$ cat src/rtl/cordic_arbiter.sv
// rtl/cordic_arbiter.sv - round-robin sharing of one CORDIC pipeline between rotation and vectoring requesters
module cordic_arbiter #(
   parameter int                    DATA_WIDTH      = 16,
   parameter int                    SECTOR_WIDTH    = 2,
   parameter int                    PIPE_LATENCY    = 10,
   parameter int                    MAX_OUTSTANDING = 4,
   parameter logic [DATA_WIDTH-1:0] A_X_INIT        = 16'h0100
) (
   input  logic                    clk,
   input  logic                    reset,

   input  logic                    a_valid,
   output logic                    a_ready,
   input  logic [DATA_WIDTH-1:0]   a_degree,
   input  logic [SECTOR_WIDTH-1:0] a_sector,

   input  logic                    b_valid,
   output logic                    b_ready,
   input  logic [DATA_WIDTH-1:0]   b_x,
   input  logic [DATA_WIDTH-1:0]   b_y,
   input  logic [SECTOR_WIDTH-1:0] b_sector,

   output logic [DATA_WIDTH-1:0]   pipe_degree_in,
   output logic [DATA_WIDTH-1:0]   pipe_x_in,
   output logic [DATA_WIDTH-1:0]   pipe_y_in,
   output logic [SECTOR_WIDTH-1:0] pipe_sector_in,
   output logic                    pipe_arctan_en_in,

   input  logic [DATA_WIDTH-1:0]   pipe_degree_out,
   input  logic [DATA_WIDTH-1:0]   pipe_x_out,
   input  logic [DATA_WIDTH-1:0]   pipe_y_out,
   input  logic [SECTOR_WIDTH-1:0] pipe_sector_out,
   input  logic                    pipe_arctan_en_out,

   output logic                    rsp_a_valid,
   output logic                    rsp_b_valid,
   output logic [DATA_WIDTH-1:0]   rsp_degree,
   output logic [DATA_WIDTH-1:0]   rsp_x,
   output logic [DATA_WIDTH-1:0]   rsp_y,
   output logic [SECTOR_WIDTH-1:0] rsp_sector,

   output logic                    busy,
   output logic                    tag_err
);

   localparam int CNT_W = $clog2(MAX_OUTSTANDING + 1);
   localparam logic [CNT_W-1:0] CNT_MAX = CNT_W'(MAX_OUTSTANDING);

   // Channel ids double as the expected arctan_en value of a returning job.
   localparam logic ID_A = 1'b0;
   localparam logic ID_B = 1'b1;

   logic [CNT_W-1:0]        cnt_a;
   logic [CNT_W-1:0]        cnt_b;
   logic                    last_grant;

   // in_tag travels with the pipe_*_in registers; tag[] then mirrors the
   // pipeline stages, so tag[PIPE_LATENCY-1] marks the cycle in which the
   // matching pipe_*_out value is present.
   logic                    in_tag_valid;
   logic                    in_tag_id;
   logic [PIPE_LATENCY-1:0] tag_valid;
   logic [PIPE_LATENCY-1:0] tag_id;

   logic elig_a;
   logic elig_b;
   logic grant_a;
   logic grant_b;
   logic retire;
   logic retire_a;
   logic retire_b;

   assign elig_a = a_valid && (cnt_a < CNT_MAX);
   assign elig_b = b_valid && (cnt_b < CNT_MAX);

   // Round-robin grant: a tie goes to the channel not served last.
   always_comb begin
      grant_a = 1'b0;
      grant_b = 1'b0;
      if (elig_a && elig_b) begin
         if (last_grant == ID_B) begin
            grant_a = 1'b1;
         end else begin
            grant_b = 1'b1;
         end
      end else begin
         grant_a = elig_a;
         grant_b = elig_b;
      end
   end

   assign a_ready = grant_a;
   assign b_ready = grant_b;

   assign retire   = tag_valid[PIPE_LATENCY-1];
   assign retire_a = retire && (tag_id[PIPE_LATENCY-1] == ID_A);
   assign retire_b = retire && (tag_id[PIPE_LATENCY-1] == ID_B);

   assign busy = in_tag_valid || (|tag_valid) || (cnt_a != '0) || (cnt_b != '0);

   // Pipeline input registers: load the granted job, otherwise hold.
   always_ff @(posedge clk) begin
      if (reset) begin
         pipe_degree_in    <= '0;
         pipe_x_in         <= '0;
         pipe_y_in         <= '0;
         pipe_sector_in    <= '0;
         pipe_arctan_en_in <= 1'b0;
      end else if (grant_a) begin
         pipe_degree_in    <= a_degree;
         pipe_x_in         <= A_X_INIT;
         pipe_y_in         <= '0;
         pipe_sector_in    <= a_sector;
         pipe_arctan_en_in <= 1'b0;
      end else if (grant_b) begin
         pipe_degree_in    <= '0;
         pipe_x_in         <= b_x;
         pipe_y_in         <= b_y;
         pipe_sector_in    <= b_sector;
         pipe_arctan_en_in <= 1'b1;
      end
   end

   // Tag shift register: never stalls, an empty slot enters on idle cycles.
   always_ff @(posedge clk) begin
      if (reset) begin
         in_tag_valid <= 1'b0;
         in_tag_id    <= ID_A;
         tag_valid    <= '0;
         tag_id       <= '0;
      end else begin
         in_tag_valid <= grant_a || grant_b;
         in_tag_id    <= grant_b ? ID_B : ID_A;
         tag_valid[0] <= in_tag_valid;
         tag_id[0]    <= in_tag_id;
         for (int i = 1; i < PIPE_LATENCY; i++) begin
            tag_valid[i] <= tag_valid[i-1];
            tag_id[i]    <= tag_id[i-1];
         end
      end
   end

   // Remember the winner of the most recent issue for tie-breaking.
   always_ff @(posedge clk) begin
      if (reset) begin
         last_grant <= ID_B;
      end else if (grant_a) begin
         last_grant <= ID_A;
      end else if (grant_b) begin
         last_grant <= ID_B;
      end
   end

   // Per-channel in-flight counters; issue and retire together cancel out.
   always_ff @(posedge clk) begin
      if (reset) begin
         cnt_a <= '0;
         cnt_b <= '0;
      end else begin
         case ({grant_a, retire_a})
            2'b10:   cnt_a <= cnt_a + CNT_W'(1);
            2'b01:   cnt_a <= cnt_a - CNT_W'(1);
            default: cnt_a <= cnt_a;
         endcase
         case ({grant_b, retire_b})
            2'b10:   cnt_b <= cnt_b + CNT_W'(1);
            2'b01:   cnt_b <= cnt_b - CNT_W'(1);
            default: cnt_b <= cnt_b;
         endcase
      end
   end

   // Capture the retiring pipeline result and pulse its owner's valid.
   always_ff @(posedge clk) begin
      if (reset) begin
         rsp_a_valid <= 1'b0;
         rsp_b_valid <= 1'b0;
         rsp_degree  <= '0;
         rsp_x       <= '0;
         rsp_y       <= '0;
         rsp_sector  <= '0;
      end else begin
         rsp_a_valid <= retire_a;
         rsp_b_valid <= retire_b;
         if (retire) begin
            rsp_degree <= pipe_degree_out;
            rsp_x      <= pipe_x_out;
            rsp_y      <= pipe_y_out;
            rsp_sector <= pipe_sector_out;
         end
      end
   end

   // Sticky flag: a returning job whose mode bit disagrees with its owner.
   always_ff @(posedge clk) begin
      if (reset) begin
         tag_err <= 1'b0;
      end else if (retire && (pipe_arctan_en_out != tag_id[PIPE_LATENCY-1])) begin
         tag_err <= 1'b1;
      end
   end

endmodule
$ cat config.mk
export PLATFORM = sky130hd
export DESIGN_NAME = cordic_arbiter
export DESIGN_NICKNAME = d
export VERILOG_FILES = /design/src/rtl/cordic_arbiter.sv
export SDC_FILE = /design/constraint.sdc
export NUM_CORES = 1
export LEC_CHECK = 0
export ABC_CLOCK_PERIOD_IN_PS = 4900
export BUFFER_PORTS_ARGS = -buffer_cell sky130_fd_sc_hd__buf_2
export CAP_MARGIN = 10
export CORE_ASPECT_RATIO = 0.75
export CORE_MARGIN = 8
export CORE_UTILIZATION = 47
export DETAILED_ROUTE_END_ITERATION = 6
export GPL_TIMING_DRIVEN = 0
export HOLD_SLACK_MARGIN = 0.15
export PLACE_DENSITY = 0.8
export SETUP_SLACK_MARGIN = 0.02
export SLEW_MARGIN = 20
export SYNTH_ARGS = -nofsm -noshare
export SYNTH_HDL_FRONTEND = slang
export SYNTH_SLANG_ARGS = --single-unit
$ cat constraint.sdc
create_clock -name clk -period 4.9 [get_ports clk]
set_input_delay 0.245 -clock clk [delete_from_list [all_inputs] [get_ports clk]]
set_output_delay 0.245 -clock clk [all_outputs]
set_load 0.03 [all_outputs]
; ---- Word-level counts from Yosys, hierarchy flattened
; Index checks and enable logic that the tools add are counted.
[op_classes]
add_sub_neg = 4
mul = 0
n_div = 0
magnitude_cmp = 2
n_eq_ne = 5
shifts = 0
n_mux = 15
n_bitwise = 1
n_reduce_logical = 17
[op_table]
columns = operator, n
row1 = $mux W16, 2
row2 = $mux W9, 2
row3 = $pmux W3 S2, 2
row4 = $reduce_or A10 Y1, 1
row5 = $mux W1, 7
row6 = $add A3 B1 Y3 const B, 2
row7 = $logic_and A1 B1 Y1, 6
row8 = $lt A3 B3 Y1 const B, 2
row9 = $reduce_bool A2 Y1, 3
row10 = $reduce_bool A3 Y1, 2
row11 = $sub A3 B1 Y3 const B, 2
row12 = $eq A2 B1 Y1 const B, 2
row13 = $eq A2 B2 Y1 const B, 2
row14 = $logic_or A1 B1 Y1, 4
row15 = $mux W2, 2
row16 = $reduce_or A2 Y1, 1
row17 = $ne A1 B1 Y1, 1
row18 = $not A1 Y1, 1
[totals]
regBits = 133
latchBits = 0
ramBits = 0
romBits = 0
in_bits = 107
elab_cells = 64
memories = 0

; ---- Logic depth before layout (Yosys ltp)
[depth]
depth_word = 6
mapped_depth = 9

; ---- Least setup slack after synthesis
; No wires, ideal clock.
[synth_timing]
path_type = flip-flop to flip-flop
from = reg cnt_a[2]
to = reg cnt_a[2]
arrival_ps = 2294
setup_slack_ps = 2535
stages_incl_launch_ff = 9
period_less_slack_ps = 2365
path_cell_list = dfxtp_1 -> nand2b_4 -> nor2_1 -> inv_1 -> ha_1 -> fa_1 -> xnor2_1 -> or3_1 -> a21oi_1
[synth_via]
elab_chain_len = 6
[synth_rtl]
columns = item, line
row1 = "start, declared", 53  ; logic [CNT_W-1:0] cnt_a;
row2 = "start signal, assigned", 161  ; 2'b10: cnt_a <= cnt_a + CNT_W'(1);
row3 = "start signal, assigned", 162  ; 2'b01: cnt_a <= cnt_a - CNT_W'(1);
row4 = "start signal, assigned", 163  ; default: cnt_a <= cnt_a;
row5 = $lt A3 B3 Y1 *, 73  ; assign elig_a = a_valid && (cnt_a < CNT_MAX);
row6 = $logic_and A1 B1 Y1 *, 73
row7 = $logic_and A1 B1 Y1, 80  ; if (elig_a && elig_b) begin
row8 = $mux W1 *, 80
row9 = net a_ready, 13  ; output logic a_ready,
row10 = $eq A2 B1 Y1 or $eq A2 B2 Y1 (tied branches), 160  ; case ({grant_a, retire_a})
row11 = $pmux W3 S2 or $reduce_bool A2 Y1 (tied branches), --
; The timed path passes the listed nets; every way through them passes the cells marked *.
; A chain may end at the register's enable or synchronous reset.

; ---- Final worst setup path
[layout_timing]
from = reg cnt_b[2]
to = reg cnt_b[2]
[layout_via]
elab_chain_len = 6
[layout_rtl]
columns = item, line
row1 = "start, declared", 54  ; logic [CNT_W-1:0] cnt_b;
row2 = "start signal, assigned", 166  ; 2'b10: cnt_b <= cnt_b + CNT_W'(1);
row3 = "start signal, assigned", 167  ; 2'b01: cnt_b <= cnt_b - CNT_W'(1);
row4 = "start signal, assigned", 168  ; default: cnt_b <= cnt_b;
row5 = $lt A3 B3 Y1, 74  ; assign elig_b = b_valid && (cnt_b < CNT_MAX);
row6 = $logic_and A1 B1 Y1, 74
row7 = $logic_and A1 B1 Y1, 80
row8 = $mux W1, 80
row9 = $eq A2 B1 Y1 or $eq A2 B2 Y1 (tied branches), 165  ; case ({grant_b, retire_b})
row10 = $pmux W3 S2 or $reduce_bool A2 Y1 (tied branches), --
; Several ways; a longest one is shown, not always the timed one.

==> results.sh <==
export IMPL_worst_ep_arrival_time_ns=2.89
export IMPL_cts_sinks=133
export IMPL_max_cap_violations=0
export IMPL_dp_hpwl_um=10900
export IMPL_crit_chain="nor2b_2 -> buf_4 -> buf_2 -> nand2_1 -> ha_1 -> fa_1 -> xnor2_1 -> or3_1 -> a21oi_1"
export IMPL_ys_types=40
export IMPL_total_power_mw=2.84
export IMPL_rsz0062_at_grt="no"
export IMPL_cp_slowest_cell="dfxtp_1"
export IMPL_drc=0
export IMPL_clkTransAtPathRegs_ns=0.06
export IMPL_end_kind="flop"
export IMPL_placedCellCount=804
export IMPL_drive_above_1_share_pct=33.8
export IMPL_worstSetupPathDepth=9
export IMPL_place_gp_congestion=0.847
export IMPL_grt_pass1_wl_um=27400
export IMPL_cts_tree="done"
export IMPL_post_route_util_pct=78.0
export IMPL_portBuffers=212
export IMPL_min_period_over_period_pct=52.1
export IMPL_r2r_cells=9
export IMPL_fp_dieH_um=103
export IMPL_h_tree_depth=4
export IMPL_row_count=31
export IMPL_leakagePower_nw=3.44
export IMPL_min_path_type="in -> reg"
export IMPL_clock_skew_ns=0.00887
export IMPL_ys_warn_count=0
export IMPL_synth_area_leaders="dfxtp_1 56%, mux2i_1 11%, nor2_1 4.8%"
export IMPL_core_area_sq_um=9740
export IMPL_yosys_most_used_dff="dfxtp_1"
export IMPL_finalHoldViolCount=0
export IMPL_slew_headroom_pct=64.9
export IMPL_max_slew_worst_pin_slew_ns=0.527
export IMPL_peakVddDrop_mv=0.317
export IMPL_initial_core_util_pct=48.5
export IMPL_fmax_mhz=392
export IMPL_synth_top_area_share_pct=56.4
export IMPL_setup_worst_path_start="cnt_b[2]"
export IMPL_min_period_ns=2.55
export IMPL_syn_area_per_cell_sq_um=10.3
export IMPL_finalNonFillerCells=940
export IMPL_setup_ws_ns=2.35
export IMPL_cp_endpoint="cnt_b[2]"
export IMPL_cts_hold_buf=97
export IMPL_area_growth_pct=60.9
export IMPL_nNetsFinal=899
export IMPL_ctsRootBufferMaster="clkbuf_16"
export IMPL_tns_ns=0
export IMPL_vias=4944
export IMPL_antenna_found_initial=3
export IMPL_cts_resized_gates=0
export IMPL_post_dp_cell_area_sq_um=5950
export IMPL_critPathMaxStageDelay_ns=0.39
export IMPL_die_x_um=132
export IMPL_drt_iter0_drc=303
export IMPL_drv_slew=0
export IMPL_overflow=0
export IMPL_reg2reg_to="cnt_b[2]"
export IMPL_synth_edf_count=0
export IMPL_outcome="finished, final reports clean"
export IMPL_post_cts_buffers=0
export IMPL_ant_nets=0
export IMPL_synth_cells=460
export IMPL_fin_area_sq_um=7600
export IMPL_numCtsBuffers=17
export IMPL_clockBufferDepth=2
export IMPL_die_area_sq_um=13500
export IMPL_via_per_inst=5.26
export IMPL_grt_use_total_pct=25.7
export IMPL_fillers=614
export IMPL_finalSetupViolCount=0
export IMPL_yosysTopAreaCell="dfxtp_1"
export IMPL_ys_seq_area_share_pct=56.4
export IMPL_clkLatencyLatePin_ns=0.42
export IMPL_ioPinCount=214
export IMPL_criticalPathCategory="reg -> reg"
export IMPL_r2r_slack_ns=2.35
export IMPL_drt_first_pass_iters=5
export IMPL_first_global_vias=5365
export IMPL_grt_max_degree=17
export IMPL_cp_start_kind="flop"
export IMPL_async_flop_share_pct=0
export IMPL_crit_buf_inv=2
export IMPL_drt_total_wl_um=17700
export IMPL_ys_seq_elements=133
export IMPL_r2r_start="cnt_b[2]"
export IMPL_critPathTopFamily="simple AND/OR/NAND/NOR gates"
export IMPL_synth_fp_nets=571
export IMPL_post_place_ws_ns=2.43
export IMPL_worst_hold_slack_ns=0.172
export IMPL_crit_required_ns=5.23
export IMPL_crit_fanout=10
export IMPL_wl_per_cell_um=18.9
export IMPL_powerDensity_nw_per_um2=373
export IMPL_synthesis_area_sq_um=4720
-- how the worst min path moves through the flow --
| stage | slack, ns | endpoint | cells after the start | start |
|---|---|---|---|---|
| 6_report | 0.17 | pipe_x_in[8] | 3 | b_x[8] |
| 2_1_floorplan | 0.38 | pipe_degree_in[10] | 1 | a_degree[10] |
| 3_3_place_gp | 0.42 | tag_id[5] | 1 | tag_id[4] |
| 5_1_grt | 0.16 | pipe_x_in[8] | 3 | b_x[8] |
| 4_1_cts | 0.16 | pipe_x_in[8] | 3 | b_x[8] |
| 3_5_place_dp | 0.43 | tag_id[2] | 1 | tag_id[1] |
-- registers in the layout, indices dropped and copies added (netlist names) --
name,flops
cnt_a,3
cnt_b,3
in_tag_id,1
in_tag_valid,1
last_grant,1
pipe_arctan_en_in,1
pipe_degree_in,16
pipe_sector_in,2
pipe_x_in,16
pipe_y_in,16
rsp_a_valid,1
rsp_b_valid,1
rsp_degree,16
rsp_sector,2
rsp_x,16
rsp_y,16
tag_err,1
tag_id,10
tag_valid,10
-- kinds of logic after synthesis --
group | count (synthesis) | synth area share, %
xor+xnor | 5 | 0.927
buf+inv | 36 | 3.71
fa+ha+maj | 4 | 1.38
simple gates | 140 | 15.5
mux | 52 | 11.0
flops | 133 | 56.4
compound gates | 90 | 11.1
-- layout make-up --
type	instances	area, sq um	share of cell area [%]
Inverter	2	7.51	0.0988
Multi-Input combinational cell	291	1890	24.8
Tap cell	132	165	2.17
Sequential cell	133	2660	35.0
Clock buffer	24	492	6.47
Timing Repair Buffer	309	2030	26.7
Antenna cell	7	17.5	0.231
Clock inverter	8	169	2.22
Buffer	34	168	2.21
-- per-layer routing --
metal / wire length [um] / share of wire, % / vias to the layer above / GRT usage [%]
li1: - / - / 2275 / -
met1: 6360 / 36 / 2327 / 25.3
met2: 9130 / 51 / 262 / 46.0
met3: 1270 / 7.2 / 80 / 7.84
met4: 975 / 5.5 / 0 / 20.2
met5: 0 / 0 / - / 0
-- layout by cell type, fill, tap and decap left out, types with 2 or more instances in the layout --
cell type,n
o21ai_1,2
nand2_1,2
nor3_1,4
xor2_1,3
inv_1,2
nor2_1,60
a211oi_1,2
or3_1,2
clkbuf_8,4
buf_2,230
a22o_1,16
a21oi_1,36
dfxtp_1,133
and3b_1,2
mux2i_1,52
o21ai_0,31
dlygate4sd3_1,97
buf_4,2
xnor2_1,2
nor2b_1,21
nor3_4,2
clkinv_2,2
diode_2,7
clkbuf_16,17
nor4_1,5
clkbuf_1,9
nand3_1,32
bufinv_16,5
fa_1,2
clkbuf_2,2
buf_1,5
ha_1,2
-- cells in the mapped netlist (all sizes together) (3+ instances only) --
master  count
mux2i      52
dfxtp     133
o21ai      33
nand3      32
clkbuf      8
a22o       16
nor4        5
buf        26
nor2       60
nor3        6
xor2        3
a21oi      36
nor2b      22
-- worst min-delay path, stage by stage --
cell	delay (ns)
buf_2	0.11
nand2_1	0.07
a31oi_1	0.10
-- where the power goes --
part | switching, mW | internal (mW) | total [mW]
sequential | 0.0176 | 1.11 | 1.12
clock | 0.465 | 0.957 | 1.42
combinational | 0.156 | 0.133 | 0.289
total | 0.639 | 2.20 | 2.84
Note: power is estimated with default switching activity, not from simulation.
